<file path="config.mk">
export PLATFORM = sky130hd
export DESIGN_NAME = stump_alu_mc
export DESIGN_NICKNAME = d
export VERILOG_FILES = /design/src/rtl/stump_alu_mc.sv
export SDC_FILE = /design/constraint.sdc
export NUM_CORES = 1
export LEC_CHECK = 0
export ABC_AREA = 1
export CORE_MARGIN = 2
export CORE_UTILIZATION = 47
export CTS_CLUSTER_SIZE = 24
export DETAILED_ROUTE_END_ITERATION = 6
export PLACE_DENSITY = 0.65
export SLEW_MARGIN = 30
export SYNTH_ARGS = -nofsm -noshare
export SYNTH_HDL_FRONTEND = slang
export SYNTH_SLANG_ARGS = --single-unit
</file>
<file path="constraint.sdc">
create_clock -name clk -period 3.4 [get_ports clk]
set_input_delay 0.85 -clock clk [delete_from_list [all_inputs] [get_ports clk]]
set_output_delay 0.85 -clock clk [all_outputs]
set_load 0.1 [all_outputs]
</file>
<file path="src/rtl/stump_alu_mc.sv">
`default_nettype none
// stump_alu_mc: multi-cycle STUMP ALU. Single-cycle add/sub/logic ops,
// WIDTH-cycle shift-add unsigned multiply; registered result and {N,Z,V,C}.
module stump_alu_mc #(
   parameter int WIDTH  = 16,
   parameter int MUL_EN = 1
) (
   input  logic             clk,
   input  logic             rst_n,
   input  logic             start,
   input  logic [WIDTH-1:0] operand_A,
   input  logic [WIDTH-1:0] operand_B,
   input  logic [2:0]       func,
   input  logic             c_in,
   input  logic             csh,
   output logic             busy,
   output logic             done,
   output logic [WIDTH-1:0] result,
   output logic [3:0]       flags_out
);
   localparam int            MSB  = WIDTH - 1;
   localparam int            CW   = $clog2(WIDTH);
   localparam logic [CW-1:0] LAST = CW'(WIDTH - 1);

   typedef enum logic [1:0] {
      IDLE = 2'd0,
      EXEC = 2'd1,
      MULT = 2'd2
   } state_t;

   state_t state, state_nxt;

   logic [WIDTH-1:0]   a_q, b_q;
   logic [2:0]         func_q;
   logic               cin_q, csh_q;
   logic [2*WIDTH-1:0] prod_q;
   logic [CW-1:0]      cnt_q;

   logic               is_mul;
   logic [WIDTH:0]     mul_sum;
   logic [2*WIDTH-1:0] prod_nxt;
   logic [WIDTH-1:0]   b_eff, alu_r;
   logic [WIDTH:0]     sum;
   logic               carry_in, alu_v, alu_c;

   assign is_mul = (MUL_EN != 0) && (func == 3'b110);
   assign busy   = (state != IDLE);

   always_ff @(posedge clk or negedge rst_n) begin
      if (!rst_n) state <= IDLE;
      else        state <= state_nxt;
   end

   always_comb begin
      state_nxt = state;
      case (state)
         IDLE:    if (start) state_nxt = is_mul ? MULT : EXEC;
         EXEC:    state_nxt = IDLE;
         MULT:    if (cnt_q == LAST) state_nxt = IDLE;
         default: state_nxt = IDLE;
      endcase
   end

   // One shift-add step: upper half accumulates the multiplicand, the
   // lower half starts as the multiplier and is consumed LSB first.
   always_comb begin
      mul_sum  = {1'b0, prod_q[2*WIDTH-1:WIDTH]} + ({1'b0, a_q} & {(WIDTH+1){prod_q[0]}});
      prod_nxt = {mul_sum, prod_q[WIDTH-1:1]};
   end

   // SUB/SBC reuse the adder with inverted B; func[0] selects c_in as carry.
   always_comb begin
      b_eff    = func_q[1] ? ~b_q : b_q;
      carry_in = func_q[0] ? cin_q : func_q[1];
      sum      = {1'b0, a_q} + {1'b0, b_eff} + {{WIDTH{1'b0}}, carry_in};
      alu_r    = b_q;
      alu_c    = csh_q;
      alu_v    = 1'b0;
      case (func_q)
         3'b000, 3'b001, 3'b010, 3'b011: begin
            alu_r = sum[WIDTH-1:0];
            alu_c = sum[WIDTH];
            alu_v = (a_q[MSB] == b_eff[MSB]) && (alu_r[MSB] != a_q[MSB]);
         end
         3'b100:  alu_r = a_q & b_q;
         3'b101:  alu_r = a_q | b_q;
         3'b110:  alu_r = a_q;
         default: alu_r = b_q;
      endcase
   end

   always_ff @(posedge clk or negedge rst_n) begin
      if (!rst_n) begin
         a_q       <= '0;
         b_q       <= '0;
         func_q    <= '0;
         cin_q     <= 1'b0;
         csh_q     <= 1'b0;
         prod_q    <= '0;
         cnt_q     <= '0;
         done      <= 1'b0;
         result    <= '0;
         flags_out <= '0;
      end else begin
         done <= 1'b0;
         case (state)
            IDLE: begin
               if (start) begin
                  a_q    <= operand_A;
                  b_q    <= operand_B;
                  func_q <= func;
                  cin_q  <= c_in;
                  csh_q  <= csh;
                  prod_q <= {{WIDTH{1'b0}}, operand_B};
                  cnt_q  <= '0;
               end
            end
            EXEC: begin
               done      <= 1'b1;
               result    <= alu_r;
               flags_out <= {alu_r[MSB], (alu_r == '0), alu_v, alu_c};
            end
            MULT: begin
               prod_q <= prod_nxt;
               cnt_q  <= cnt_q + CW'(1);
               if (cnt_q == LAST) begin
                  done      <= 1'b1;
                  result    <= prod_nxt[WIDTH-1:0];
                  flags_out <= {prod_nxt[MSB], ~|prod_nxt[WIDTH-1:0], 1'b0,
                                |prod_nxt[2*WIDTH-1:WIDTH]};
               end
            end
            default: ;
         endcase
      end
   end

endmodule
`default_nettype wire

</file>
### Word-level counts from Yosys, hierarchy flattened

Index checks and enable logic that the tools add are counted.

* bits in registers: 96
* output and inout bits: 22
* logic and storage cells: 67

* add/sub/neg operators: 4
* eq/ne operators: 14
* muxes and demuxes: 19
* bitwise gates (word level): 4
* reductions and logical operators: 15

Operators by type and width (count)
* 16-bit one-hot mux with 4 select lines: 1
* 32-bit one-hot mux with 2 select lines: 1
* 16-bit 2-to-1 mux: 2
* 32-bit 2-to-1 mux: 1
* 16-bit one-hot mux with 2 select lines: 1
* 16-bit OR reduction: 2
* 16-bit by 16-bit adder with 17-bit output: 1
* 16-bit by 17-bit adder with 17-bit output: 1
* 17-bit by 1-bit adder with 17-bit output: 1
* 16-bit by 17-bit AND with 17-bit output: 1
* 16-bit AND: 1
* 16-bit zero test: 1
* 16-bit inverter: 1
* 16-bit bitwise OR: 1
* 4-bit one-hot mux with 2 select lines: 2
* 3-bit == test, second input constant: 4
* 4-bit 2-to-1 mux: 2
* 2-bit AND reduction: 4
* 3-bit by 2-bit == test with 1-bit output, second input constant: 2
* 2-bit 2-to-1 mux: 3
* 2-bit nonzero test: 3
* 4-bit by 1-bit adder with 4-bit output, second input constant: 1
* 4-bit == test, second input constant: 1
* 1-bit 2-to-1 mux: 4
* 13 further kinds: 14

### Logic depth before layout (Yosys ltp)

Gate-level depths: netlist of run 1.

* depth in word-level cells: 8
* mapped depth: 19
* gate-level depth less buffers: 19

### Worst setup path before layout of run 1

OpenSTA, ideal clock, no wires.

* path type: reg2reg
* from: register func_q[1]
* to: register result[14]
* arrival: 2702 ps
* slack: 578 ps
* stages on the path, launching flop included: 20
* buffers on the path: 2
* clock period less this slack: 2822 ps
* cells stage by stage: dfrtp_1 buf_4 buf_2 xor2_1 fa_1 fa_1 nand2_1 nand2_1 nand3_1 nand2_1 nand2_1 nand2_1 nand2_1 nand3_1 nand2_1 nor2_1 nor2_1 nand2_1 nand3_1 nand2_1

* longest elaborated chain between the ends: 5
* elaborated cells on any way between the ends: 14
* those cells by class: 2 x add/sub; 6 x eq/ne; 4 x mux; 2 x reduce/logical

RTL lines
* start: declaration: RTL line 34 `logic [2:0] func_q;`
* start signal: assignment: RTL line 111 `func_q <= func;`
* 16-bit 2-to-1 mux: RTL line 73 `b_eff = func_q[1] ? ~b_q : b_q;`
* 16-bit by 16-bit adder with 17-bit output: RTL line 75 `sum = {1'b0, a_q} + {1'b0, b_eff} + {{WIDTH{1'b0}}, carry_in};`
* 17-bit by 1-bit adder with 17-bit output: RTL line 75
* 16-bit one-hot mux with 4 select lines (*): RTL line 79 `case (func_q)`
* 16-bit one-hot mux with 2 select lines (*): RTL line 106 `case (state)`
* end signal: assignment: RTL line 120 `result <= alu_r;`
* end signal: assignment: RTL line 128 `result <= prod_nxt[WIDTH-1:0];`
* end: declaration: RTL line 18 `output logic [WIDTH-1:0] result,`

Every way passes the cells marked *; elsewhere a longest branch is shown, timed or not.
A chain may end at the register's enable or synchronous reset.

### Worst setup path in the final report of run 1

Same ends and word-level chain as after synthesis.

==> impl_metrics.ini, run 1 <==
[clock_tree]
cts_hold_buffers = 0
cts_tree = yes
clk_pin_slew_worst_paths_ns = 0.07
cts_buffer_depth = 2
cts_made_buffers = 9
root_buffer = clkbuf_16
cts_setup_buffers = 0
clock_latency_ns = 0.36
ctsHtreeMaxLevel = 3
postCtsResizedCells = 0
tritoncts_num_sinks = 95

[critical_path]
path_cells = xor2_1, fa_1, fa_1, nand2_1, nand2_1, nand3_1, nand2_1, nand2_1, nand2_1, nand2_1, nand3_1, nand2_1, nor2_1, nor2_1, nand2_1, nand3_1, nand2_1
cp_max_fo = 8
cp-endpoint = result[14]
startpoint_type = flop
r2r-end = result[14]
cp.depth = 17
critPathKind = reg2reg
crit_path_frequent_cell = nand2_1
rr_worst_depth = 17
reg2reg_slack_ns = 0.36
critPathTopFamily = simple AND/OR/NAND/NOR gates
critical_path.slowest_cell = fa_1
cp-end-kind = flop
critPathRequiredTime_ns = 3.65
crit_buf_inv = 0
setup.worst_path.start = func_q[1]
max_stage_delay_ns = 0.53
arrival_ns = 3.29
r2r-start = func_q[1]

[synthesis]
ys_warn_count = 0
async_flop_share_pct = 100
synth_top_area_share_pct = 35.9
synth_fp_nets = 1007
synth_seq_cells = 95
synth_top_area_cell = dfrtp_1
netlist_instances = 929
syn_area_per_cell_sq_um = 7.13
synth-main-ff-cell = dfrtp_1
synthTopCellsByCount = nand2_1, inv_1, dfrtp_1
synth_edf_count = 0
ys_types = 43
yosysMostFrequentCell = nand2_1
syn_area_sq_um = 6630
synth-seq-area-share_pct = 35.9
synth_area_leaders = dfrtp_1, nand2_1, ha_1

[sta]
clock_skew_ns = 0.00974
period_share_pct = 89.3
rsz0062_at_grt = false
drv_slew = 0
setup_viol = 0
totalNegativeSetupSlack_ns = 0
slew_headroom_pct = 58.6
worst_pin_slew_ns = 0.620
layout_min_cycle_time_ns = 3.04
hold_violations = 0
fmax_mhz = 329
worst_slack_ns = 0.364

[floorplan]
die_area_sq_um = 15100
chipWidth_um = 123
start_util_pct = 47.9
io_pins = 62
die_y_um = 123
fp.coreArea_sq_um = 13800
row_count = 43

[global_route]
grt_usage_pct = 27.1
grt_start_max_net_pins = 96
grt_overflow = 0
grt_pass1_vias = 5734
grt_pass1_wl_um = 31100
antenna_found_initial = 0

[placed_design]
dp_hpwl_um = 14500
place.gp.congestion = 0.980
place_ws_ns = 0.406
dp_cells = 1148
io_buffers = 61

[drt]
initialDrtViolationCount = 569
drtAntennaViolNets = 0
first_pass_iters = 5
viasPerCell = 5.36
via_count = 6235
wirelength_um = 18900
route.detailed.drc = 0
post_drt_wl_per_cell_um = 16.2

[min_path]
min_path_type = reg2reg

[cells_and_area]
stdcell_count = 1164
area_delta_synth_final_pct = 15.8
final_layout_size_suffix_gt1_share_pct = 8.94
finalNetCount = 1057
insertedDiodeCount = 0

[status]
status = complete, no violations

[flow_run]
max_cap_violations = 0
cell type report:
class | count | area [sq um]
clock buffers | 10 | 239
clock inverters | 6 | 76.3
fillers | 1354 | 6150
inverters | 115 | 433
multi-input cells | 688 | 3690
flip-flops and latches | 95 | 2380
well taps | 180 | 225
repair buffers | 70 | 633
metrics by stage:
stage	util [%]	area (sq um)	hold WS (ns)
floorplan	-	6630	0.456
global placement	53.2	7350	0.480
detailed placement	53.2	7350	0.479
CTS	55.5	7670	0.497
global route	55.5	7680	0.506
finish	55.5	7680	0.499
worst min path at each step:
| stage | from | endpoint | cells past startpoint |
|---|---|---|---|
| floorplan | prod_q[30] | prod_q[30] | 1 |
| global placement | prod_q[31] | prod_q[31] | 2 |
| detailed placement | flags_out[1] | flags_out[1] | 2 |
| CTS | flags_out[1] | flags_out[1] | 2 |
| global route | flags_out[1] | flags_out[1] | 2 |
| finish | flags_out[1] | flags_out[1] | 2 |
worst min-delay path, delay by kind of cell, from the launching register on:
family	cells	cell delay, ns
flip-flops	1	0.36
AO/OA/AOI/OAI	1	0.05
AND/OR/NAND/NOR	1	0.06
state kept, by name, indices dropped and copies added, names as in the netlist:
register and flops:
cnt_q 4, func_q 3, state 2, prod_q 32
csh_q 1, a_q 16, result 16, cin_q 1
b_q 16, flags_out 3, done 1
layout by cell type, fill, tap and decap left out, types with 19 or more instances in the layout:
master,instances
nor2_1,76
clkdlybuf4s50_1,38
nand2_1,268
buf_4,31
a21oi_1,44
inv_1,107
nand3_1,62
ha_1,35
o21ai_0,73
mux2_2,19
dfrtp_1,94
logic make-up (layout without fill, tap and decap cells):
group	count (synthesis)	count (layout)	synth area share, %
flip-flops	95	95	35.9
AND/OR/NAND/NOR	446	446	28.2
buffers and inverters	146	201	8.59
multiplexers	19	19	3.23
XOR/XNOR	21	21	2.78
AO/OA/AOI/OAI	164	164	13.8
adder cells (fa/ha/maj)	38	38	7.52
layer usage:
layer	track usage [%]	share of wire, %	vias to the layer above
met3	3.86	5.8	22
met2	38.8	42	195
li1	-	-	3150
met5	0	0	-
met4	8.26	2.1	0
met1	42.0	50	2868
Power of run 1 is not shown: default switching activity piles up to over one toggle a cycle in this logic, so the estimate is an artifact.
==> run 2, diff against run 1 <==
ABC_AREA = unset   (was 1)
CORE_ASPECT_RATIO = 0.75   (was unset)
GPL_TIMING_DRIVEN = 0   (was unset)
PLACE_DENSITY = 0.66   (was 0.65)
==> run 2 against run 1 <==
Net effect: the flow now finishes with violations (setup timing); worst hold slack worse by 0.13 ns; critical path depth shrank 5; setup slack got worse by 0.46 ns; register-to-register slack got worse by 0.46 ns; global-route usage rose by 0.84 points; synthesized cell count fell by 29%; count of clock-buffer cells in the layout grew 1; area after synthesis fell by 5.6%; non-clock buffer count increased by 33; via count down 9.6%; first-iteration DRC count shrank 25%; critical endpoint is now flags_out[2].
==> impl_metrics.ini, run 2 <==
[synthesis]
synth-main-ff-cell = dfrtp_1
async_flop_share_pct = 100
synth_edf_count = 0
ys_types = 64
syn_area_per_cell_sq_um = 9.47
syn_area_sq_um = 6250
netlist_instances = 660
synth-seq-area-share_pct = 38.0
synth_fp_nets = 738
synth_seq_cells = 95
ys_warn_count = 0
synth_area_leaders = dfrtp_1, mux2_2, ha_1
synthTopCellsByCount = dfrtp_1, o21ai_0, nand2_1
yosysMostFrequentCell = dfrtp_1
synth_top_area_cell = dfrtp_1
synth_top_area_share_pct = 38.0

[clock_tree]
cts_buffer_depth = 2
cts_made_buffers = 9
tritoncts_num_sinks = 95
cts_tree = yes
cts_hold_buffers = 0
ctsHtreeMaxLevel = 3
clock_latency_ns = 0.35
clk_pin_slew_worst_paths_ns = 0.07
root_buffer = clkbuf_16

[cells_and_area]
insertedDiodeCount = 0
fin_util_pct = 59.2
stdcell_count = 921
finalNetCount = 823
stdcell_area_sq_um = 7680
largest-register = prod_q
layout_common_cells = dfrtp_1, o21ai_0, clkdlybuf4s50_1
largest_reg_flops = 32
area_delta_synth_final_pct = 22.9
layout_commonest_cell = dfrtp_1
final_layout_size_suffix_gt1_share_pct = 14.9

[global_route]
met3_usage_pct = 6.43
use_met2_pct = 37.8
grt_pass1_vias = 5427
grt_overflow = 0
grt_usage_pct = 28.0
grt_start_max_net_pins = 63
grt_pass1_wl_um = 30200
antenna_found_initial = 0
top_usage_layer = met1
use_met1_pct = 43.6

[critical_path]
cp.depth = 12
r2r-end = flags_out[2]
rr_worst_depth = 12
critPathKind = reg2reg
path_cells = clkbuf_16, xor2_4, fa_2, fa_2, a211oi_4, o21ai_2, a2111oi_4, nor3_2, or4_1, a21oi_2, o211ai_1, o21ai_1
crit_buf_inv = 1
startpoint_type = flop
reg2reg_slack_ns = -0.09
crit_path_frequent_cell = fa_2
critPathRequiredTime_ns = 3.68
r2r-start = func_q[1]
cp-endpoint = flags_out[2]
critical_path.slowest_cell = or4_1
cp_max_fo = 5
max_stage_delay_ns = 0.49
setup.worst_path.start = func_q[1]
arrival_ns = 3.77
cp-end-kind = flop
critPathTopFamily = compound AO/OA/AOI/OAI gates

[power_and_ir_drop]
power_frac_clock_pct = 12.2
intPower_mw = 3.99
p_leak_nw = 3.32
p_sw_share_pct = 50.7
power_frac_seq_pct = 23.3
total_power_mw = 8.09
power.density_nw_per_um2 = 1050
combPwrFrac_pct = 64.5
peakVddDrop_uv = 523
switchingPower_mw = 4.10

[sta]
layout_min_cycle_time_ns = 3.49
worst_pin_slew_ns = 0.989
clock_skew_ns = 0.00531
fmax_mhz = 286
slew_headroom_pct = 33.9
rsz0062_at_grt = true
setup_viol = 3
drv_slew = 0
hold_violations = 0
worst_slack_ns = -0.0913
totalNegativeSetupSlack_ns = -0.184
period_share_pct = 103

[floorplan]
start_util_pct = 48.2
row_count = 36
chipWidth_um = 137
io_pins = 62
die_area_sq_um = 14300
fp.coreArea_sq_um = 13000
die_y_um = 104

[drt]
wirelength_um = 19300
initialDrtViolationCount = 426
route.detailed.drc = 0
viasPerCell = 6.12
post_drt_wl_per_cell_um = 21.0
drtAntennaViolNets = 0
first_pass_iters = 5
via_count = 5635

[min_path]
min_path_type = in2async

[placed_design]
place.gp.congestion = 0.939
dp_hpwl_um = 14600
dpl_cell_area_sq_um = 7140
io_buffers = 61
dp_cells = 893

[status]
violations = setup timing
status = finished with violations

[flow_run]
max_cap_violations = 0
-- run 2: cell count changes after synthesis, sizes merged, moves of 11 or more --
cell / previous run / this run
nand2: 274 / 57
inv: 112 / 14
mux2: 19 / 40
a31oi: 18 / 1
and2: 0 / 19
a21o: 2 / 16
mux2i: 0 / 22
nand4: 15 / 4
nand3: 64 / 12
nor2: 79 / 34
-- run 2: cell type report --
| cell class | instances | area, sq um |
|---|---|---|
| flip-flops and latches | 95 | 2380 |
| clock buffers | 11 | 253 |
| repair buffers | 76 | 744 |
| fillers | 1119 | 5290 |
| plain buffers | 27 | 141 |
| multi-input cells | 522 | 3870 |
| well taps | 171 | 214 |
| inverters | 14 | 52.6 |
| clock inverters | 5 | 32.5 |
-- run 2: layer usage --
metal,share of wire [%],vias to the layer above
met5,0,-
li1,-,2595
met3,8.0,25
met1,48,2790
met4,1.9,0
met2,43,225
-- run 2: kinds of logic after synthesis --
kind of cell / count (synthesis) / synth area share, %
AO/OA/AOI/OAI: 226 / 23.3
AND/OR/NAND/NOR: 160 / 12.3
flip-flops: 95 / 38.0
multiplexers: 62 / 10.7
buffers and inverters: 43 / 2.66
adder cells (fa/ha/maj): 38 / 7.96
XOR/XNOR: 36 / 5.04
-- run 2: worst min-delay path by stage --
stage / start / endpoint / slack (ns) / depth (start not counted)
final: rst_n / prod_q[29] / 0.37 / 1
after global routing: rst_n / prod_q[29] / 0.39 / 1
after CTS: rst_n / prod_q[29] / 0.38 / 1
after detailed placement: prod_q[23] / prod_q[23] / 0.48 / 2
after global placement: result[5] / result[5] / 0.47 / 2
after floorplan: prod_q[20] / prod_q[20] / 0.46 / 2
-- run 2: metrics by stage --
stage,setup WS [ns],hold WS [ns]
2_1_floorplan,-0.0454,0.456
3_5_place_dp,-0.628,0.481
5_1_grt,-0.188,0.386
3_3_place_gp,-2.16,0.469
4_1_cts,-0.0753,0.381
6_report,-0.0913,0.372
-- run 2: power by group through the flow --
stage	Sequential [mW]	Combinational [mW]	Clock [mW]
after floorplan	2.56	2.76	0
after global placement	1.85	4.62	0
after detailed placement	1.88	4.69	0
after CTS	1.86	4.99	1.00
after global routing	1.93	5.60	1.05
final	1.89	5.22	0.987
-- run 2: worst register-to-register path, stage by stage, from the launching register on --
cell	delay, ns
dfrtp_2	0.46
clkbuf_16	0.18
xor2_4	0.18
fa_2	0.38
fa_2	0.38
a211oi_4	0.26
o21ai_2	0.14
a2111oi_4	0.38
nor3_2	0.10
or4_1	0.49
a21oi_2	0.17
o211ai_1	0.15
o21ai_1	0.14
-- run 2: timing repair --
| item | in CTS | in global routing |
|---|---|---|
| gates resized for setup | 17 | 17 |
| pin swaps | 12 | 7 |
| gates cloned | 0 | 0 |
| setup buffers | 12 | 2 |
| endpoints found under the setup margin | 11 | 7 |
| hold endpoints to repair | 0 | 0 |
No activity file was read; power rests on OpenSTA's default activity.
==> run 3, diff against run 2 <==
clock period = 3.5 ns   (was 3.4 ns; I/O delays follow)
==> run 3 against run 2 <==
Net effect: the run still ends with setup timing left; flip-flop and latch count is the same; first-iteration DRC count rose by 15%; maximum frequency down 2.6%; global-route usage increased by 0.28 points; worst hold slack better by 0.028 ns; setup slack better by 0.0067 ns; register-to-register slack hardly changed; utilization is 0.37 points higher; sequential power fell by 4%; via count barely moved; sequential share of layout area is 0.22 points lower; largest power group unchanged.
==> impl_metrics.ini, run 3 (synthesis results as in run 2) <==
[status]
status = finished with violations
violations = setup timing

[placed_design]
place.gp.congestion = 0.938
io_buffers = 61
dpl_cell_area_sq_um = 7120
dp_hpwl_um = 14400
dp_cells = 893
place_ws_ns = -0.787

[critical_path]
cp-end-kind = flop
arrival_ns = 3.87
critPathRequiredTime_ns = 3.78
cp.depth = 13
crit_path_frequent_cell = fa_2
path_cells = buf_8, nor2b_4, a21o_1, fa_2, fa_2, a211oi_4, o21ai_4, a2111oi_4, nor3_2, or4_1, a21oi_2, o211ai_1, o21ai_1
max_stage_delay_ns = 0.43
critPathKind = reg2reg
critical_path.slowest_cell = a2111oi_4
rr_worst_depth = 13
cp_max_fo = 4
critPathTopFamily = compound AO/OA/AOI/OAI gates
crit_buf_inv = 1
startpoint_type = flop

[clock_tree]
ctsHtreeMaxLevel = 3
tritoncts_num_sinks = 95
clk_pin_slew_worst_paths_ns = 0.06
cts_made_buffers = 9
cts_tree = yes
cts_buffer_depth = 2
cts_hold_buffers = 0
root_buffer = clkbuf_16
clock_latency_ns = 0.35

[cells_and_area]
layout_commonest_cell = dfrtp_1
layout_common_cells = dfrtp_1, o21ai_0, clkdlybuf4s50_1
finalNetCount = 826
largest_reg_flops = 32
largest-register = prod_q
area_delta_synth_final_pct = 23.7
stdcell_area_sq_um = 7730
stdcell_count = 924
final_layout_size_suffix_gt1_share_pct = 14.4

[power_and_ir_drop]
total_power_mw = 8.02
power.density_nw_per_um2 = 1040
intPower_mw = 4.03
power_frac_clock_pct = 13.3
combPwrFrac_pct = 64.0
peakVddDrop_uv = 607
switchingPower_mw = 3.99
p_leak_nw = 3.36
power_frac_seq_pct = 22.7
p_sw_share_pct = 49.7

[floorplan]
chipWidth_um = 137
io_pins = 62
fp.coreArea_sq_um = 13000
die_y_um = 104
row_count = 36
start_util_pct = 48.2
die_area_sq_um = 14300

[sta]
hold_ws_ns = 0.400
slew_headroom_pct = 34.1
fmax_mhz = 279
drv_slew = 0
hold_violations = 0
rsz0062_at_grt = true
period_share_pct = 102
clock_skew_ns = 0.00567
setup_viol = 3
layout_min_cycle_time_ns = 3.58
worst_pin_slew_ns = 0.985
worst_slack_ns = -0.0846

[drt]
drtAntennaViolNets = 0
viasPerCell = 6.10
route.detailed.drc = 0
wirelength_um = 19300
first_pass_iters = 5
post_drt_wl_per_cell_um = 20.9
via_count = 5640
initialDrtViolationCount = 491

[global_route]
grt_usage_pct = 28.2
grt_pass1_wl_um = 30300
grt_overflow = 0
grt_start_max_net_pins = 64
antenna_found_initial = 1
grt_pass1_vias = 5443

[flow_run]
max_cap_violations = 0

[min_path]
min_path_type = in2async
==> run 3: worst paths after layout <==
check                      startpoint      endpoint  slack (ns)
setup / recovery            func_q[1]  flags_out[2]       -0.08
hold / removal                  rst_n    prod_q[28]        0.40
setup reg to reg            func_q[1]  flags_out[2]       -0.08
hold reg to reg             result[2]     result[2]        0.49
max in group asynchronous       rst_n     result[4]        2.47
min in group clk            result[2]     result[2]        0.49
==> run 3: cell type report <==
type,instances,area [sq um]
timing repair buffer,78,759
buffer,28,156
clock buffer,11,243
fill,1141,5240
multi-input combinational,522,3860
antenna,1,2.50
sequential,95,2380
tap,171,214
inverter,14,52.6
clock inverter,4,70.1
==> run 3: per-stage QoR <==
step / TNS (ns) / utilization, %
after floorplan: 0 / -
after CTS: -0.181 / 58.9
after global routing: -0.606 / 59.6
after detailed placement: -5.18 / 54.9
final: -0.191 / 59.6
after global placement: -200.21 / 54.7
==> run 3: layer usage <==
layer	up-vias	track usage [%]	wire, um
met1	2787	42.6	9370
met2	213	39.4	8020
met5	-	0	0
li1	2612	-	-
met4	0	9.06	456
met3	28	6.82	1470
==> run 3: timing repair <==
action,CTS,global route
setup endpoints to repair,12,7
cloned,0,0
pin swaps,11,11
buffers inserted,13,3
gates resized for setup,20,13
==> run 3: worst reg2reg max path: cells and delay by family (launching register included) <==
kind	cells	cell delay [ns]
AO/OA/AOI/OAI	7	1.52
adder cells (fa/ha/maj)	2	0.76
buffers and inverters	1	0.15
flip-flops	1	0.40
AND/OR/NAND/NOR	3	0.69
==> run 3: power groups by stage <==
stage / registers, mW / logic, mW / clock network [mW]
detailed placement: 1.83 / 4.53 / 0
finish: 1.82 / 5.13 / 1.07
CTS: 1.80 / 4.87 / 1.08
floorplan: 2.49 / 2.66 / 0
global route: 1.86 / 5.50 / 1.14
global placement: 1.80 / 4.47 / 0
